## src/rtl/fp32_pkg.sv

```systemverilog
// Shared binary32 constants, operand classes and the classifier used by
// the square and sqrt datapaths.
package fp32_pkg;

    localparam int unsigned BIAS   = 127;
    localparam int unsigned EXP_W  = 8;
    localparam int unsigned FRAC_W = 23;

    localparam logic [31:0] QNAN  = 32'h7FC0_0000;
    localparam logic [31:0] PINF  = 32'h7F80_0000;
    localparam logic [31:0] PZERO = 32'h0000_0000;

    typedef enum logic [2:0] {
        ZERO,
        SUBNORMAL,
        NORMAL,
        INF,
        NAN
    } fp_class_e;

    function automatic fp_class_e classify(input logic [31:0] x);
        logic [EXP_W-1:0]  exp_f;
        logic [FRAC_W-1:0] frac_f;
        exp_f  = x[30:23];
        frac_f = x[22:0];
        if (exp_f == '0) begin
            classify = (frac_f == '0) ? ZERO : SUBNORMAL;
        end else if (exp_f == '1) begin
            classify = (frac_f == '0) ? INF : NAN;
        end else begin
            classify = NORMAL;
        end
    endfunction

endpackage

```

## src/rtl/fp32_square_iter_if.sv

```systemverilog
// Start/busy/ready/count handshake shared by the iterative binary32 units.
interface fp32_square_iter_if;

    logic        start;
    logic [31:0] a;
    logic [31:0] q;
    logic        busy;
    logic        ready;
    logic [3:0]  count;

    modport master (
        output start, a,
        input  q, busy, ready, count
    );

    modport slave (
        input  start, a,
        output q, busy, ready, count
    );

endinterface

```

## src/rtl/fp32_round_rne.sv

```systemverilog
// Combinational normalise / round-to-nearest-even / pack of a 48-bit
// significand product. i_e is the exponent before the normalisation shift.
module fp32_round_rne
    import fp32_pkg::*;
(
    input  logic [47:0]       i_p,
    input  logic signed [9:0] i_e,
    output logic [31:0]       o_q,
    output logic              o_ovf,
    output logic              o_unf
);

    logic              w_n;
    logic [22:0]       w_frac;
    logic              w_guard;
    logic              w_sticky;
    logic              w_up;
    logic [23:0]       w_sum;
    logic signed [9:0] w_e;

    always_comb begin
        w_n = i_p[47];
        if (w_n) begin
            w_frac   = i_p[46:24];
            w_guard  = i_p[23];
            w_sticky = |i_p[22:0];
        end else begin
            w_frac   = i_p[45:23];
            w_guard  = i_p[22];
            w_sticky = |i_p[21:0];
        end
        w_up  = w_guard & (w_sticky | w_frac[0]);
        // A carry out leaves w_sum[22:0] all zero, so only the exponent moves.
        w_sum = {1'b0, w_frac} + {23'b0, w_up};
        w_e   = i_e + $signed({9'b0, w_n}) + $signed({9'b0, w_sum[23]});

        o_ovf = (w_e >= 10'sd255);
        o_unf = (w_e <= 10'sd0);
        if (o_ovf) begin
            o_q = PINF;
        end else if (o_unf) begin
            o_q = PZERO;
        end else begin
            o_q = {1'b0, w_e[7:0], w_sum[22:0]};
        end
    end

endmodule

```

## src/rtl/fp32_square_iter.sv

```systemverilog
// Iterative binary32 squarer: radix-4 shift-add significand product over
// 12 cycles, then one round/pack cycle. Constant 13-cycle latency.
module fp32_square_iter
    import fp32_pkg::*;
(
    input logic               clk,
    input logic               reset,
    fp32_square_iter_if.slave bus
);

    localparam logic [1:0] ST_IDLE  = 2'd0;
    localparam logic [1:0] ST_ITER  = 2'd1;
    localparam logic [1:0] ST_ROUND = 2'd2;

    logic [1:0]      r_state;
    logic [3:0]      r_count;
    logic [47:0]     r_acc;
    logic [23:0]     r_m;
    logic [7:0]      r_exp;
    fp_class_e       r_class;
    logic [31:0]     r_q;
    logic            r_busy;
    logic            r_ready;

    logic [1:0]        w_digit;
    logic [47:0]       w_mcand;
    logic [47:0]       w_pp;
    logic [47:0]       w_addend;
    logic signed [9:0] w_e;
    logic [31:0]       w_q_rnd;
    logic              w_ovf;
    logic              w_unf;
    logic [31:0]       w_q_final;

    always_comb begin
        w_digit  = r_m[{r_count, 1'b0} +: 2];
        w_mcand  = {24'b0, r_m};
        case (w_digit)
            2'd0:    w_pp = '0;
            2'd1:    w_pp = w_mcand;
            2'd2:    w_pp = w_mcand << 1;
            default: w_pp = w_mcand + (w_mcand << 1);
        endcase
        w_addend = w_pp << {r_count, 1'b0};
        // 2*exp - BIAS; the {0,exp,0} form stays positive in 10 signed bits.
        w_e      = 10'({1'b0, r_exp, 1'b0}) - 10'(BIAS);
    end

    fp32_round_rne u_round (
        .i_p   (r_acc),
        .i_e   (w_e),
        .o_q   (w_q_rnd),
        .o_ovf (w_ovf),
        .o_unf (w_unf)
    );

    always_comb begin
        case (r_class)
            ZERO, SUBNORMAL: w_q_final = PZERO;
            INF:             w_q_final = PINF;
            NAN:             w_q_final = QNAN;
            default:         w_q_final = w_q_rnd;
        endcase
    end

    always_ff @(posedge clk or negedge reset) begin
        if (!reset) begin
            r_state <= ST_IDLE;
            r_count <= '0;
            r_acc   <= '0;
            r_m     <= '0;
            r_exp   <= '0;
            r_class <= ZERO;
            r_q     <= '0;
            r_busy  <= 1'b0;
            r_ready <= 1'b0;
        end else if (bus.start) begin
            r_m     <= {1'b1, bus.a[22:0]};
            r_exp   <= bus.a[30:23];
            r_class <= classify(bus.a);
            r_acc   <= '0;
            r_count <= '0;
            r_busy  <= 1'b1;
            r_ready <= 1'b0;
            r_state <= ST_ITER;
        end else begin
            case (r_state)
                ST_ITER: begin
                    r_acc <= r_acc + w_addend;
                    if (r_count == 4'd11) begin
                        r_state <= ST_ROUND;
                    end else begin
                        r_count <= r_count + 4'd1;
                    end
                end
                ST_ROUND: begin
                    r_q     <= w_q_final;
                    r_busy  <= 1'b0;
                    r_ready <= 1'b1;
                    r_state <= ST_IDLE;
                end
                default: ;
            endcase
        end
    end

    assign bus.q     = r_q;
    assign bus.busy  = r_busy;
    assign bus.ready = r_ready;
    assign bus.count = r_count;

    logic w_unused;
    assign w_unused = w_ovf ^ w_unf;

endmodule
```

## src/flat_wrapper.sv

```systemverilog
// flat-port wrapper written by rule: the top's interface ports become plain ports
module fp32_square_iter_flat import fp32_pkg::*;
  (clk, reset, bus_start, bus_a, bus_q, bus_busy, bus_ready, bus_count);
  fp32_square_iter_if bus_i ();
  input logic clk;
  input logic reset;
  input wire logic [$bits(bus_i.start)-1:0] bus_start;
  input wire logic [$bits(bus_i.a)-1:0] bus_a;
  output wire logic [$bits(bus_i.q)-1:0] bus_q;
  output wire logic [$bits(bus_i.busy)-1:0] bus_busy;
  output wire logic [$bits(bus_i.ready)-1:0] bus_ready;
  output wire logic [$bits(bus_i.count)-1:0] bus_count;
  assign bus_i.start = bus_start;
  assign bus_i.a = bus_a;
  assign bus_q = bus_i.q;
  assign bus_busy = bus_i.busy;
  assign bus_ready = bus_i.ready;
  assign bus_count = bus_i.count;
  fp32_square_iter u_core (.clk(clk), .reset(reset), .bus(bus_i));
endmodule
```

## config.mk

```make
export PLATFORM = sky130hd
export DESIGN_NAME = fp32_square_iter_flat
export DESIGN_NICKNAME = d
export VERILOG_FILES = /design/src/rtl/fp32_pkg.sv /design/src/rtl/fp32_square_iter_if.sv /design/src/rtl/fp32_round_rne.sv /design/src/rtl/fp32_square_iter.sv /design/src/flat_wrapper.sv
export SDC_FILE = /design/constraint.sdc
export NUM_CORES = 1
export LEC_CHECK = 0
export CORE_MARGIN = 5
export CORE_UTILIZATION = 50
export DETAILED_ROUTE_END_ITERATION = 8
export GPL_TIMING_DRIVEN = 1
export PLACE_DENSITY = 0.69
export SKIP_CTS_REPAIR_TIMING = 1
export SLEW_MARGIN = 15
export SYNTH_ARGS = -nofsm -noshare
export SYNTH_HDL_FRONTEND = slang
export SYNTH_SLANG_ARGS = --single-unit
```

## constraint.sdc

```tcl
create_clock -name clk -period 13 [get_ports clk]
set_input_delay 1.95 -clock clk [delete_from_list [all_inputs] [get_ports clk]]
set_output_delay 1.95 -clock clk [all_outputs]
set_load 0.02 [all_outputs]
```

## Word level (Yosys, flattened, before mapping)

Index checks and enable logic that the tools add are counted.

- Shifts and indexed selects: 2
- Add/subtract/negate cells: 7
- Reduce and logical (&&, ||, !) cells: 13
- Mux-type cells: 23
- Bitwise logic cells: 3
- Magnitude comparators: 2
- Eq/ne operators: 11

Operators by type and width:

| operator | number |
|---|---|
| $pmux 48 s3 | 1 |
| $mux 48 | 2 |
| $pmux 31 s3 | 1 |
| $mux 31 | 2 |
| $add 48x48->48 | 1 |
| $shl 48x5->48 | 1 |
| $add 24x25->26 | 1 |
| $add 23x1->24 | 1 |
| $shiftx 24x6->2 | 1 |
| $logic_not 23->1 | 1 |
| $mux 23 | 1 |
| $reduce_or 23->1 | 1 |
| $reduce_or 22->1 | 1 |
| $add 10x2->10 | 2 |
| $mux 4 | 3 |
| $ge 10x9->1 const B | 1 |
| $le 10x1->1 const B | 1 |
| $sub 9x7->10 const B | 1 |
| $mux 3 | 3 |
| $eq 8x8->1 const B | 1 |
| $logic_not 8->1 | 1 |
| $mux 1 | 7 |
| $reduce_and 2->1 | 3 |
| $add 4x1->4 const B | 1 |
| other kinds (18) | 22 |

- Flip-flop bits (word level): 123
- Output and inout bits: 38
- Word-level logic and storage cells: 70
- Bits of input ports: 35

## Depth between registers and ports, before layout

- Depth in word-level cells: 10
- Gate-level depth with buffers: 27
- Gate-level depth less buffers: 26

## By module

Synthesis repeated with hierarchy kept, for this count alone.

- Cells, all modules: 1,542
- Area total of the unflattened synthesis: 12,238.0 um2

Modules (own cells, without submodules):

| module | cells each | times used | area an instance (um2) |
|---|---|---|---|
| fp32_square_iter | 1,314 | 1 | 10,727.8 |
| fp32_round_rne | 228 | 1 | 1,510.2 |

## Least setup slack after synthesis

Ideal clock, no wire load.

- Path type: register to register
- From: register u_core.r_m[8]
- To: register u_core.r_acc[47]
- Data required time: 12,922 ps
- Cell stages (with the launch flop): 25
- Data arrival time: 5,241 ps
- Library setup time: 78 ps
- Path slack: 7,681 ps
- Cell sequence: dfrtp_1 ha_1 a21o_1 a21o_4 a2111oi_4 o21ai_2 o2111ai_1 a211oi_1 mux2_2 a21oi_1 mux2_2 mux2_2 a221o_1 ha_1 o21a_1 a21oi_1 a21oi_1 o21a_1 o21ai_0 a21oi_1 o21ai_0 a31oi_1 xnor2_1 or3_1 a21oi_1

- Cells in the longest elaborated chain, start to end: 7
- Elaborated cells between the ends (all ways): 10
- Those cells by class: 2 x add/sub; 2 x eq/ne; 2 x shift; 3 x mux; 1 x reduce/logical

RTL lines:

| what | RTL line | source |
|---|---|---|
| start: declaration | fp32_square_iter.sv:18 | `logic [23:0] r_m;` |
| start signal: assignment | fp32_square_iter.sv:78 | `r_m <= {1'b1, bus.a[22:0]};` |
| parallel branches: the longest is 2 deep, another holds $add 24x25->26 | -- |  |
| $pmux 48 s3 (*) | fp32_square_iter.sv:38 | `case (w_digit)` |
| $shl 48x5->48 (*) | fp32_square_iter.sv:44 | `w_addend = w_pp << {r_count, 1'b0};` |
| $add 48x48->48 (*) | fp32_square_iter.sv:89 | `r_acc <= r_acc + w_addend;` |
| $mux 48 (*) | fp32_square_iter.sv:87 | `case (r_state)` |
| $mux 48 (*) | fp32_square_iter.sv:77 | `end else if (bus.start) begin` |
| end signal: assignment | fp32_square_iter.sv:89 |  |
| end: declaration | fp32_square_iter.sv:17 | `logic [47:0] r_acc;` |

Every way passes the cells marked *. The select of a mux whose other input is x is not followed.
A chain may end at the register's enable or synchronous reset.

## Final worst setup path

- From: register u_core.r_count[0], in the netlist u_core.bus.count[0]
- To: register u_core.r_acc[47]

- Cells in the longest elaborated chain, start to end: 7
- Elaborated cells between the ends (all ways): 9
- Those cells by class: 1 x add/sub; 2 x eq/ne; 2 x shift; 3 x mux; 1 x reduce/logical

RTL lines:

| what | RTL line | source |
|---|---|---|
| start: declaration | fp32_square_iter.sv:16 | `logic [3:0] r_count;` |
| start signal: assignment | fp32_square_iter.sv:93 | `r_count <= r_count + 4'd1;` |
| $shiftx 24x6->2 | fp32_square_iter.sv:36 | `w_digit = r_m[{r_count, 1'b0} +: 2];` |
| $eq 2x2->1 (tied with other cells) | fp32_square_iter.sv:38 |  |
| $pmux 48 s3 | fp32_square_iter.sv:38 |  |
| $shl 48x5->48 (*) | fp32_square_iter.sv:44 |  |
| $add 48x48->48 (*) | fp32_square_iter.sv:89 |  |
| $mux 48 (*) | fp32_square_iter.sv:87 |  |
| $mux 48 (*) | fp32_square_iter.sv:77 |  |

Every way passes the cells marked *; elsewhere a longest branch is shown, timed or not. The select of a mux whose other input is x is not followed.

==> metrics.md <==
| Metric | Value |
|---|---|
| Ys flop type | sky130_fd_sc_hd__dfrtp_1 |
| Post-DR wirelength/cell | between 15 and 20 um |
| Startpoint kind of the worst setup timing path | flip-flop |
| Half-perimeter wire length after placement | 23,800 um |
| GRT Util Overall | 24.1% |
| Largest family of logic cells by synthesized area | compound AO/OA/AOI/OAI gates |
| Leakage power | 5.81 nW |
| Initial detailed-routing violation count | 741 |
| DIE WIDTH | 164 um |
| Wire length after detailed routing | around 32,000 um |
| Slowest CP cell | sky130_fd_sc_hd__mux4_2 |
| Setup slack on the worst flop-to-flop path | 6.51 ns |
| Max H-tree Level | 4 |
| FFs w/ async S/R, synth | 100% |
| Clock period minus worst slack | 6.49 ns |
| Highest cell delay on the worst timing path | 0.58 ns |
| Number of buffers created by CTS | 17 |
| Total power divided by cell area | 148 nW/um^2 |
| Summed negative setup slack over all endpoints | 0 ns |
| Global-route wire length before repair | ~53,000 um |
| Maximum capacitance violations | 0 |
| Area added between synthesis and finish | 12.5% |
| Number of register bits inferred by synthesis | 122 |
| Clock latency on the worst-skew pair | between 0.4 and 0.5 ns |
| Gp weighted congestion | 0.934 |
| Initial antenna violation count | 0 |
| Area of the core | around 23,000 sq um |
| Synthesized-area fraction occupied by ao, oa, aoi and oai cells | 24.4% |
| Std-Cell Rows | 56 |
| Synthesized netlist cell count | ~1.5k |
| Final non-filler cell total | 1,837 |
| Total Die Area | 26,900 sq um |
| Crit-path max FO | 48 |
| Status | completed |
| Critical Path AT | ~6.8 ns |
| DRT Pass-1 Iters | 8 |
| Number of nets with antenna violations after routing | 0 |
| Number of enable flip-flop cells after synthesis | 0 |
| Root Buffer Master | sky130_fd_sc_hd__clkbuf_16 |
| Pin count of the biggest net entering global routing | 77 |
| Portion of netlist area occupied by mux cells | 9.74% |
| Ports placed on the boundary | 73 |
| CP Class | reg -> reg |
| PortBufs | 70 |
| Simple logic cell fraction of the synthesized area | 20.2% |
| Endpoint required time on the critical path | 13.36 ns |
| Number of buffer and inverter instances along the worst setup path | 3 |
| Post-route fraction of the period consumed by the critical path | 49.9% |
| Average size of a mapped cell | 8.00 sq um |
| Number of distinct library cells after synthesis | 77 |
| Total clock sinks | 122 |
| List of most frequent post-synthesis cells | 213 x sky130_fd_sc_hd__nand2_1, 148 x sky130_fd_sc_hd__a21oi_1, 122 x sky130_fd_sc_hd__dfrtp_1, 103 x sky130_fd_sc_hd__nor2_1, 86 x sky130_fd_sc_hd__o21ai_0 |
| GR Overflow Total | 0 |
| Post-detailed-route DRC marker count | 0 |
| Maximum clock rate | ~150 MHz |
| Routed vias/inst | 6.04 |
| Via count of the first global-routing pass | ~10k |
| Setup repair after global routing missed its margin | false |
| PnR Total Power | between 1.5 and 2 mW |
| Final Hold Violating Endpoints | 0 |
| Register area share after synthesis | 25.7% |
| Post-Synth Adder-Cell Area | 9.19% |
| Library cell with the largest summed area after synthesis | sky130_fd_sc_hd__dfrtp_1 |
| Nets | 1,626 |
| Syn Std Cell Area | 11,900 sq um |
| CTS tree | done |
| Post-Route Skew | between 0.01 and 0.015 ns |
| Ranking of synthesized cells by area | sky130_fd_sc_hd__dfrtp_1 26%, sky130_fd_sc_hd__ha_1 8.9%, sky130_fd_sc_hd__nand2_1 6.7% |
| Die Height | about 160 um |
| Post-synthesis net count | approximately 1.6k |
| Post-Route Hold Slack | 0.472 ns |
| Endpoint class of the critical path | flip-flop |
| Least-Margin Pin Slew | 1.06 ns |
| Remaining max-slew budget at the tightest pin | 29.2% |
| Dominant delay contributor by cell family on the critical path | compound AO/OA/AOI/OAI gates |
| Worst min-delay path category | reg -> reg |
| Via count | 11.1k |
| Clock buffer depth | 2 |
| Most frequent cell after synthesis | sky130_fd_sc_hd__nand2_1 |
| Total count of max-transition violations in the final report | 0 |
| Total number of yosys warnings | 0 |
| # diodes | 0 |
| Initial Util | 50.7% |
| Max rail drop VDD | 0.105 mV |
| # placed instances | 1,805 |
| Area share of xor/xnor cells in the synthesized design | approximately 6.7% |
| Clock input transition at the sequential cells of the worst setup and hold paths | 0.06 ns |
| Count of final setup violators | 0 |
| Fraction of final layout cells with drive strength greater than 1 | 8.10% |
| Top-area cell type share of the netlist area | 25.7% |
| Cell seen most often among critical-path stages | sky130_fd_sc_hd__a21oi_1 |
[kinds of logic (layout without fill, tap and decap cells)]
kind of cell	after synthesis	count (layout)
AND/OR/NAND/NOR	514	514
adder cells (fa/ha/maj)	86	86
flip-flops	122	122
AO/OA/AOI/OAI	450	450
other	1	1
XOR/XNOR	91	91
buffers and inverters	117	151
multiplexers	103	103
[stage by stage]
step | setup slack [ns] | util (%) | instance area [sq um]
after floorplan | 7.68 | - | 11900
after global placement | 6.72 | 54.4 | 12700
after detailed placement | 6.67 | 54.4 | 12700
after CTS | 6.62 | 57.1 | 13400
after global routing | 6.01 | 57.1 | 13400
final | 6.51 | 57.1 | 13400
[worst register-to-register path: cells and delay by family (launching register included)]
family / cells / cell delay (ns)
xor+xnor: 1 / 0.19
flops: 1 / 0.34
compound gates: 11 / 2.31
fa+ha+maj: 1 / 0.35
simple gates: 5 / 1.12
buf+inv: 3 / 0.83
mux: 4 / 1.26
[final cells by class]
type,count,area [sq um]
Tap cell,319,399
Fill cell,2202,10000
Inverter,38,143
Clock buffer,20,467
Sequential cell,122,3050
Clock inverter,12,161
Timing Repair Buffer,81,778
Multi-Input combinational cell,1245,8360
[registers in the layout, indices dropped and copies added, names as in the netlist]
signal / flops
u_core.bus.busy: 1
u_core.bus.ready: 1
u_core.r_exp: 8
u_core.bus.q: 31
u_core.r_m: 24
u_core.r_acc: 48
u_core.r_class: 3
u_core.bus.count: 4
u_core.r_state: 2
[metal layers]
layer	part of all wire, %	vias up	track usage [%]
met1	46	5257	32.8
li1	-	5465	-
met5	0	-	0
met2	46	316	39.5
met3	5.7	51	4.59
met4	2.1	0	6.10
[final timing paths]
path	start	to	cells past startpoint
max	u_core.bus.count[0]$_DFFE_PN0P_	u_core.r_acc[47]$_DFFE_PN0N_	25
min	u_core.bus.q[20]$_DFFE_PN0P_	u_core.bus.q[20]$_DFFE_PN0P_	2
max reg2reg	u_core.bus.count[0]$_DFFE_PN0P_	u_core.r_acc[47]$_DFFE_PN0N_	25
min reg2reg	u_core.bus.q[20]$_DFFE_PN0P_	u_core.bus.q[20]$_DFFE_PN0P_	2
max in group asynchronous	reset	u_core.r_acc[12]$_DFFE_PN0N_	2
min in group asynchronous	reset	u_core.r_exp[2]$_DFFE_PN0P_	1
[placed cells by master (no fill, tap or decap), drive strengths merged, types with 7 or more instances in the layout]
cell type and instances:
a31oi 20, a211oi 12, nand4 19, clkdlybuf4s50 68, nor2 104, o21bai 9
nand2 214, a21oi 150, o21ai 93, nor3 15, and2 16, buf 13
nor4 13, a21o 31, xor2 29, nor2b 15, o21a 14, and4 7
xnor2 62, o31ai 19, and3 20, clkbuf 20, inv 39, a22o 18
a22oi 12, a221oi 9, mux2i 48, mux2 50, ha 84, dfrtp 122
nand3 44, or3 13, nand2b 17, o211ai 16
[report_power, final]
part	leakage (nW)	switching [mW]	internal (mW)	total (mW)
Clock	0.300	0.199	0.319	0.519
Combinational	3.96	0.552	0.401	0.953
Sequential	1.55	0.0737	0.430	0.503
Total	5.81	0.825	1.15	1.98
(Power assumes the default switching activity.)
